--- src/rtl/seq_det_pkg.sv ---
// Elaboration-time helpers for the parametrised serial pattern detector:
// KMP border length, KMP next-state step and state-register width.
package seq_det_pkg;

    localparam int MAX_N = 16;

    function automatic int state_width(input int n);
        return $clog2(n + 1);
    endfunction

    // Longest proper prefix of the pattern that is also a suffix of it.
    // Pattern bit j (j = 0 is the first bit received) lives at pattern[n-1-j].
    function automatic int border_len(input logic [MAX_N-1:0] pattern, input int n);
        int  best;
        bit  ok;
        best = 0;
        for (int k = 1; k < MAX_N; k++) begin
            if (k < n) begin
                ok = 1'b1;
                for (int j = 0; j < MAX_N; j++) begin
                    if (j < k && pattern[n-1-j] != pattern[k-1-j]) ok = 1'b0;
                end
                if (ok) best = k;
            end
        end
        return best;
    endfunction

    // Appends bit b to the s-bit matched prefix and returns the longest pattern
    // prefix that is a suffix of the result; a return value of n is a full match.
    function automatic int next_state(input logic [MAX_N-1:0] pattern, input int n,
                                      input int s, input logic b);
        int   best;
        int   idx;
        bit   ok;
        logic seq_bit;
        best = 0;
        for (int k = 1; k <= MAX_N; k++) begin
            if (k <= s + 1 && k <= n) begin
                ok = 1'b1;
                for (int j = 0; j < MAX_N; j++) begin
                    if (j < k) begin
                        idx     = s + 1 - k + j;
                        seq_bit = (idx == s) ? b : pattern[n-1-idx];
                        if (seq_bit != pattern[n-1-j]) ok = 1'b0;
                    end
                end
                if (ok) best = k;
            end
        end
        return best;
    endfunction

endpackage

--- src/rtl/sat_counter.sv ---
// Saturating up-counter: never wraps, sticks at all-ones until cleared or reset.
module sat_counter #(
    parameter int W = 8
) (
    input  logic         clk,
    input  logic         rst,
    input  logic         clr,
    input  logic         inc,
    output logic [W-1:0] count
);

    logic [W-1:0] r_count;

    always_ff @(posedge clk or negedge rst) begin
        if (!rst) begin
            r_count <= '0;
        end else if (clr) begin
            r_count <= '0;
        end else if (inc && (r_count != {W{1'b1}})) begin
            r_count <= r_count + 1'b1;
        end
    end

    assign count = r_count;

endmodule

--- src/rtl/seq_detector_param.sv ---
// Serial pattern detector: KMP state machine whose transition table is fully
// resolved at elaboration, with Mealy/Moore output and a saturating match count.
module seq_detector_param
    import seq_det_pkg::*;
#(
    parameter int           N       = 5,
    parameter logic [N-1:0] PATTERN = 5'b11011,
    parameter bit           OVERLAP = 1'b0,
    parameter bit           MOORE   = 1'b0,
    parameter int           CNT_W   = 8
) (
    input  logic             clk,
    input  logic             rst,
    input  logic             en,
    input  logic             clr,
    input  logic             signal,
    output logic             out,
    output logic [CNT_W-1:0] match_count
);

    localparam int               SW        = state_width(N);
    localparam logic [MAX_N-1:0] PAT16     = MAX_N'(PATTERN);
    localparam int               B         = border_len(PAT16, N);
    localparam int               AFTER_INT = OVERLAP ? B : 0;
    localparam logic [SW-1:0]    S_MATCH   = SW'(N);
    localparam logic [SW-1:0]    S_LAST    = SW'(N - 1);
    localparam logic [SW-1:0]    S_AFTER   = SW'(AFTER_INT);

    logic [SW-1:0] r_state;
    logic [SW-1:0] w_state_next;
    logic [SW-1:0] w_target;
    logic          w_match;
    logic          w_inc;
    logic [SW-1:0] w_trans [0:N][0:1];

    // Row N is the Moore match state; it leaves exactly as the post-match state does.
    for (genvar gi = 0; gi <= N; gi++) begin : g_state
        for (genvar gb = 0; gb < 2; gb++) begin : g_bit
            localparam int BASE = (gi == N) ? AFTER_INT : gi;
            localparam int TGT  = next_state(PAT16, N, BASE, 1'(gb));
            assign w_trans[gi][gb] = SW'(TGT);
        end
    end

    assign w_target = (r_state <= S_MATCH) ? w_trans[r_state][signal] : '0;
    assign w_match  = en && (w_target == S_MATCH);
    assign w_inc    = w_match && !clr;

    always_comb begin
        w_state_next = r_state;
        if (en) begin
            if (w_target == S_MATCH) begin
                w_state_next = MOORE ? S_MATCH : S_AFTER;
            end else begin
                w_state_next = w_target;
            end
        end
    end

    always_ff @(posedge clk or negedge rst) begin
        if (!rst) begin
            r_state <= '0;
        end else if (clr) begin
            r_state <= '0;
        end else begin
            r_state <= w_state_next;
        end
    end

    assign out = MOORE ? (r_state == S_MATCH)
                       : (rst && en && (r_state == S_LAST) && (signal == PATTERN[0]));

    sat_counter #(
        .W (CNT_W)
    ) u_sat_counter (
        .clk   (clk),
        .rst   (rst),
        .clr   (clr),
        .inc   (w_inc),
        .count (match_count)
    );

endmodule

--- config.mk ---
export PLATFORM = sky130hd
export DESIGN_NAME = seq_detector_param
export DESIGN_NICKNAME = d
export VERILOG_FILES = /design/src/rtl/seq_det_pkg.sv /design/src/rtl/sat_counter.sv /design/src/rtl/seq_detector_param.sv
export SDC_FILE = /design/constraint.sdc
export NUM_CORES = 1
export LEC_CHECK = 0
export ABC_AREA = 0
export CORE_UTILIZATION = 44
export CTS_CLUSTER_SIZE = 12
export DETAILED_ROUTE_END_ITERATION = 16
export PLACE_DENSITY_LB_ADDON = 0.05
export SLEW_MARGIN = 40
export SYNTH_ARGS = -nofsm -noshare
export SYNTH_HDL_FRONTEND = slang
export SYNTH_SLANG_ARGS = --single-unit
--- constraint.sdc ---
create_clock -name clk -period 2.06 [get_ports clk]
set_input_delay 0.412 -clock clk [delete_from_list [all_inputs] [get_ports clk]]
set_output_delay 0.412 -clock clk [all_outputs]
set_load 0.1 [all_outputs]
==> flow_results.org, run 1 <==
** Run status
- The flow ran to the end, and the final reports show no timing, DRC or antenna violations.

** Clock network
- Clock latency on the worst-skew pair, taken at its later pin, is 270 ps.
- TritonCTS built the clock tree.
- The root buffer cell chosen for the clock tree is clkbuf_4.
- Total number of H-tree levels :: 1
- After clock tree synthesis, the clock-pin slew on the worst setup and hold paths is 70 ps.
- The clock net in this run drives a total of 11 sinks.
- The number of clock buffers added by TritonCTS is 3.
- Max Buffers Root-to-Sink :: 2

** Worst setup path
- The number of cells on the worst reg-to-reg path is 8.
- Across all register-to-register paths, the minimum setup slack is 50 ps.
- The most critical setup path has its startpoint at r_state[0].
- The critical path is of the register to register type.
- Launching element type of the critical path :: register
- Worst R2R Start :: r_state[0]
- For the worst setup path, the data required time is 2250 ps.
- Endpoint kind of the worst setup timing path :: register
- The worst register-to-register path ends at u_sat_counter.count[3].
- Data arrives at the worst endpoint at 2200 ps.
- Worst-path maximum fanout :: 7
- The most critical setup path has its endpoint at u_sat_counter.count[3].

** Power and ir drop
- Switching portion of total power :: 26.4%
- For this design the total switching power over the nets is 0.120 mW.
- Seq pwr share :: 48.6%
- Power spread over the standard cell area amounts to 460 nW/um^2.
- Per report_power, the clock group accounts for 33.4% of the total.
- The completed layout was analyzed and its total power is 0.453 mW.
- Internal power of the cells :: 0.333 mW
- Combinational cells account for 18.1% of the total power.
- Worst voltage drop across the vdd grid :: 0.430 mV
- Summed over all cells, the static leakage comes to 0.398 nW.

** Timing
- At the pin with the least slew margin, the transition time is 416 ps.
- Slew Limit Headroom :: 72.2%
- The max-slew violation count was 0.
- Final hold violation count :: 0
- Once routing completed, OpenROAD measured the worst setup slack at 53.0 ps.
- Between clock sinks in the finished design, the worst skew comes to 1.32 ps.
- Hold is met by 461 ps.
- For this run, the top clock speed supported by timing is 498 MHz.
- Counting I/O delays and the setup requirement, the final critical path takes 2010 ps.
- Final period util :: 97.4%
- Final setup violating endpoints :: 0

** Global routing
- Global routing used 21.9% of the available tracks across all layers.
- The first global-routing pass estimated 2990 microns of wire.
- Summed over all layers, the global routing overflow is 0.
- The initial antenna violation count came to 0.
- Vias in the first global route :: 641
- Entering global routing, the biggest net connects 12 pins.

** Yosys
- Synthesized net count :: 93
- Ys async rst share :: 100%
- Post-synthesis average cell area :: 8.83 sq um
- Instance count of the mapped netlist :: 83
- Library cells used by synthesis :: 31
- During synthesis, Yosys emitted a total of 0 warnings.
- Synthesized flop and latch total :: 11
- Seq/Total Area, Yosys :: 37.5%
- Top FF cell, synth :: dfrtp_1
- Count of flip-flops with a built-in enable after synthesis :: 0
- In this run the cell area of the synthesized design comes to 733 sq um.

** Drt
- For this block, the routed nets add up to 1800 microns of wire.
- In this run the remaining antenna-violating nets after routing total 0.
- In the routed design, unresolved DRC markers number 0.
- The detailed router placed 699 vias in this run.
- Dividing the detail-routed wire length by the instance count gives 14.6 microns.
- Detailed Routing Iterations Pass 1 :: 4
- Initial detailed-routing violation count :: 29
- In the routed layout, each cell is associated on average with a via count of 5.68.

** Placed design
- During placement, the flow inserted port buffers numbering 13.
- Routability Congestion :: 0.874
- Cell Count Post-Placement :: 118
- HPWL after detailed placement :: 1230 microns
- Before CTS, the worst setup slack after placement is 16.8 ps.

** Floorplanning
- The total area inside the core boundary comes to 1520 sq um.
- The initial utilization of the core area, before any placement, comes to 48.1%.
- Die X-Extent :: 42.8 microns
- Die Y-Extent :: 42.8 microns
- The die covers 1830 sq um.
- For this design the top-level I/O count stands at 14.
- The floorplan has 14 rows.

** Job
- Max-capacitance violation count :: 0

** Hold path
- The tightest min-delay check is of the input port to async pin type.

** Finish
- Area occupied by registers :: 283 sq um
- Final net count :: 118
- The multi-input combinational cells in the finished layout cover a total of 445 sq um.
- Relative to the synthesized area, the layout overhead comes to 34.3%.
- The post-route netlist has 34.6% of its cells at a drive strength greater than 1.
- The count of cells in the finished layout, fillers not included, comes to 123.
- The number of antenna diodes in the final layout is 0.
- Number of filler instances in the final layout :: 140
- Cells fill 64.6% of the core in the end.
==> per-layer routing <==
metal	GRT usage [%]	part of all wire [%]
met1	33.8	49
met2	29.1	46
met3	4.26	3.9
met4	9.38	1.3
met5	0	0
==> flip-flops by register name, indices dropped and copies added, names as in the netlist <==
name / cells
u_sat_counter.count: 8
r_state: 3
==> area by class of cell <==
class                      instances  area share (%)
multi-input combinational         64            45.2
sequential                        11            28.7
timing repair buffer              22            19.1
clock buffer                       4            2.67
inverter                           6            2.29
tap                               16            2.03
==> power by group through the flow <==
stage | clock network [mW] | registers (mW) | logic (mW)
4_1_cts | 0.155 | 0.220 | 0.0714
5_1_grt | 0.164 | 0.220 | 0.0934
3_3_place_gp | 0 | 0.224 | 0.0707
2_1_floorplan | 0 | 0.226 | 0.0364
3_5_place_dp | 0 | 0.224 | 0.0710
6_report | 0.151 | 0.220 | 0.0817
==> kinds of logic after synthesis <==
logic type,Yosys count,share of synthesized area (%)
muxes,1,1.37
xor gates and xnor gates,1,1.19
AOI/OAI and AO/OA,25,21.0
buffers and inverters,8,5.12
and+or+nand+nor,32,25.3
adders and majority gates,5,8.53
DFF,11,37.5
==> layout by cell type, fill, tap and decap left out, types with 5 or more instances in the layout <==
| cell | synthesis | layout |
|---|---|---|
| o21ai_0 | 6 | 6 |
| inv_1 | 5 | 5 |
| buf_4 | 0 | 17 |
| a21oi_1 | 10 | 9 |
| dfrtp_2 | 0 | 6 |
| nor2_1 | 6 | 5 |
| nand2_1 | 6 | 6 |
| dfrtp_1 | 11 | 5 |
| nand3_1 | 5 | 5 |
==> worst min-delay path by stage <==
stage / startpoint / to / slack (ps) / depth (start not counted)
finish: rst / r_state[2] / 460 / 2
global placement: u_sat_counter.count[5] / u_sat_counter.count[5] / 570 / 2
floorplan: rst / r_state[0] / 120 / 0
CTS: rst / r_state[0] / 470 / 2
detailed placement: u_sat_counter.count[7] / u_sat_counter.count[7] / 570 / 2
global route: rst / r_state[2] / 480 / 2
==> repair_timing <==
action / in CTS / in global routing
hold buffers: 0 / 0
endpoints found under the setup margin: 0 / 4
setup buffers: 0 / 1
gates resized for setup: 0 / 3
==> worst max-delay path: stages, from the launching register on <==
cell and delay (ps):
dfrtp_1 380, inv_1 120, ha_4 230, nand2b_1 160
a21oi_2 170, nand4_2 150, buf_4 180, or3_1 370
a21oi_2 150
==> synthesized netlist by cell type (2+ instances only) <==
master / instances / area share [%]
nand2_1: 6 / 3.1
nand3_1: 5 / 3.4
o31ai_1: 2 / 2.0
or4_1: 2 / 2.0
dfrtp_1: 11 / 38
nor2_1: 6 / 3.1
nand2b_1: 3 / 2.6
ha_1: 5 / 8.5
inv_1: 5 / 2.6
a21oi_1: 10 / 6.8
or3_1: 3 / 2.6
o21ai_0: 6 / 4.1
==> stage by stage <==
stage | setup TNS (ps) | instance area [sq um]
CTS | 0 | 955
global route | -125 | 985
finish | 0 | 985
global placement | 0 | 928
detailed placement | 0 | 928
floorplan | 0 | 743
(Power assumes the default switching activity.)
==> inputs of run 2 (changes only) <==
Clock period 2.06 ns to 1.8 ns, I/O delays scaled along.
==> run 2 against run 1 <==
- the flow now finishes with violations (negative setup slack)
- non-clock buffer count rose by 14
- routed wire length rose by 38%
- worst hold slack got worse by 36 ps
- flip-flop and latch count did not move
- critical endpoint is now u_sat_counter.count[5]
- highest routed layer unchanged
==> flow_results.org, run 2 (synthesis results as in run 1) <==
** Floorplanning
- Floorplan core area :: 1520 sq um (unchanged)
- The width of the die was 42.8 microns (unchanged).
- The floorplan die height came to 42.8 microns (unchanged).
- The number of standard-cell rows in the floorplan is 14 (unchanged).
- The overall die area came to 1830 sq um (unchanged).
- The effective utilization at floorplan came to 48.1% (unchanged).
- Top-level I/O count :: 14 (unchanged)

** Job
- Max-capacitance violation count :: 0 (unchanged)

** Clock network
- Clock insertion delay at the later pin of the skew report :: 280 ps (was 270 ps)
- The clock tree root buffer cell is clkbuf_4 (unchanged).
- The clock tree buffer depth came to 2 (unchanged).
- The clock edge transition at the registers on the reported setup and hold paths came to 70 ps (about the same).
- The TritonCTS clock tree was yes (unchanged).
- The total clock buffers created by CTS was 3 (unchanged).
- Total number of H-tree levels :: 1 (unchanged)
- The clock sink count was 11 (unchanged).
- Hold-fix buffers, CTS :: 0 (unchanged)

** Drt
- DRC :: 0 (unchanged)
- The uppermost signal routing layer after detailed routing was met4 (unchanged).
- Count of nets left with antenna violations after detail routing :: 0 (unchanged)
- The detailed-route wire length is 2490 microns (was 1800 microns).
- Routed length on met3 :: 161 microns (was 70 microns)
- The length of the first detailed-routing pass in iterations is 6 (was 4).
- The length of routed wiring on met1 came to 1070 microns (was 876 microns).
- Initial detailed-routing violation count :: 41 (was 29)
- The routed wire length on met2 was 1160 microns (was 827 microns).
- The overall via count from detail_route is 868 (was 699).
- Average vias per placed instance :: 6.29 (was 5.68)
- The average wire length per cell after detail routing is 18.0 microns (was 14.6 microns).

** Timing
- The clock period minus worst slack came to 1900 ps (was 2010 ps).
- Slew at the pin closest to its max-slew limit :: 472 ps (was 416 ps)
- Peak clock frequency supported by timing :: 527 MHz (was 498 MHz)
- Count of pins over their slew limit :: 0 (unchanged)
- Setup repair after global routing could not meet its margin everywhere.
- The least setup slack across all paths after layout came to -96.4 ps (was 53.0 ps).
- Final setup violating endpoints :: 8 (was 0)
- Final period util :: 105% (was 97.4%)
- Final hold violation count :: 0 (unchanged)
- The tightest slew margin relative to the limit is 68.4% (was 72.2%).
- The final clock skew was 5.18 ps (was 1.32 ps).

** Finish
- The flip-flop count of the largest register after layout came to 8 (unchanged).
- Commonest cells after routing, fill and taps aside: buf_4 (19), a21oi_1 (9), buf_12 (9), nor2_1 (5), dfrtp_1 (5) (was buf_4 (17), a21oi_1 (9), nand2_1 (6), o21ai_0 (6), dfrtp_2 (6)).
- The synthesis-to-finish area growth came to 80.5% (was 34.3%).
- The number of nets at the end of the flow was 133 (was 118).
- Diode insertion count for antenna repair :: 0 (unchanged)
- The most frequent standard cell in the layout excluding fill and tap cells was buf_4 (unchanged).
- The total of fill cells in the finished design is 85 (was 140).
- Post-Route Utilization :: 86.9% (was 64.6%)
- Ratio of cells with drive above 1 in the final layout :: 53.3% (was 34.6%)

** Power and ir drop
- Seq pwr share :: 44.8% (was 48.6%)
- Internal power of the cells :: 0.404 mW (was 0.333 mW)
- Worst voltage drop across the vdd grid :: 0.410 mV (was 0.430 mV)
- The total power density per cell area was 427 nW/um^2 (was 460 nW/um^2).
- Leak Pwr :: 0.506 nW (was 0.398 nW)
- Switching portion of total power :: 28.5% (was 26.4%)
- Sw power :: 0.161 mW (was 0.120 mW)
- Fraction of power consumed by combinational cells :: 25.0% (was 18.1%)
- The part of the power in the clock network came to 30.2% (was 33.4%).

** Worst setup path
- Data required time at the worst endpoint :: 1990 ps (was 2250 ps)
- WS Path Type :: register to register (unchanged)
- The launching instance or port of the critical path is r_state[0] (unchanged).
- The register-to-register setup slack was -100 ps (was 50 ps).
- The worst reg2reg path depth came to 7 (was 8).
- Worst-path maximum fanout :: 5 (was 7)
- Worst endpoint data arrival time :: 2090 ps (was 2200 ps)
- The type of origin of the critical path was a register (unchanged).
- Worst R2R Start :: r_state[0] (unchanged)
- The kind of end point of the critical path is a register (unchanged).
- The critical register-to-register path endpoint is u_sat_counter.count[5] (was u_sat_counter.count[3]).

** Placed design
- The post-DP HPWL is 1470 microns (was 1230 microns).
- The count of input and output buffers is 13 (unchanged).
- Worst setup timing slack at the placement stage :: -215 ps (was 16.8 ps)
- Routability Congestion :: 0.854 (was 0.874)

** Global routing
- The initial antenna violation count came to 0 (unchanged).
- Vias in the first global route :: 806 (was 641)
- Overflow left after global routing :: 0 (unchanged)
- The largest net degree at the start of global routing is 12 (unchanged).
- Global-route wire length before repair :: 3590 microns (was 2990 microns)
- The overall global routing resource usage came to 26.6% (was 21.9%).

** Run status
- The final reports fail on negative setup slack.
- Result of the run: complete, but fails checks (was finished clean).

** Hold path
- Path category of the worst min-delay check :: input port to async pin (unchanged)
-- run 2: stage by stage --
step                      cell area [sq um]  hold slack, ps  setup TNS (ps)  std cells  power, mW
after floorplan                         761            64.4           -6.62         83      0.307
after global placement                 1120             601            -585        128      0.358
after detailed placement               1120             603            -929        128      0.361
after CTS                              1260             419           -28.6        136      0.554
after global routing                   1320             445           -1120        138      0.586
final                                  1320             425            -495        138      0.565
-- run 2: timing repair --
item | in CTS | in global routing
resized for setup | 14 | 14
cloned | 1 | 0
pin swaps | 2 | 7
buffers inserted | 3 | 2
endpoints found under the setup margin | 8 | 9
-- run 2: worst max-delay path by stage --
stage,endpoint,slack (ps),cells after the start
after global routing,u_sat_counter.count[5],-170,7
after detailed placement,u_sat_counter.count[5],-210,6
after floorplan,u_sat_counter.count[2],-2,8
after CTS,u_sat_counter.count[5],-20,7
after global placement,u_sat_counter.count[5],-150,6
final,u_sat_counter.count[5],-100,7
-- run 2: area by class of cell --
type                    instances  area, sq um  area share, %
clock inverters                 1         5.00          0.378
clock buffers                   3         22.5           1.70
repair buffers                 36          408           30.8
inverters                       6         22.5           1.70
well taps                      16         20.0           1.51
multi-input cells              65          558           42.2
flip-flops and latches         11          288           21.7
-- run 2: critical path: stages (launching register included) --
cell and delay [ps]:
dfrtp_1 420, inv_2 100, ha_4 200, nand2b_4 150, a21oi_4 220, nand4_4 150
or4_1 440, a21oi_1 130
-- run 2: metal layers --
layer / global-route usage, % / up-vias
met1: 33.1 / 423
met3: 8.94 / 14
met4: 10.6 / 0
li1: - / 387
met5: 0 / -
met2: 42.1 / 44
-- run 2: power groups by stage --
stage / clock [mW] / sequential [mW] / combinational (mW)
2_1_floorplan: 0 / 0.259 / 0.0478
4_1_cts: 0.176 / 0.253 / 0.125
3_3_place_gp: 0 / 0.257 / 0.101
3_5_place_dp: 0 / 0.257 / 0.104
6_report: 0.171 / 0.253 / 0.141
5_1_grt: 0.182 / 0.253 / 0.151
==> inputs of run 3 (changes only) <==
Settings changed: CTS_CLUSTER_SIZE 12 to default.
==> results of run 3 <==
Same layout as run 2: the final DEF is identical, and so are final timing and power.
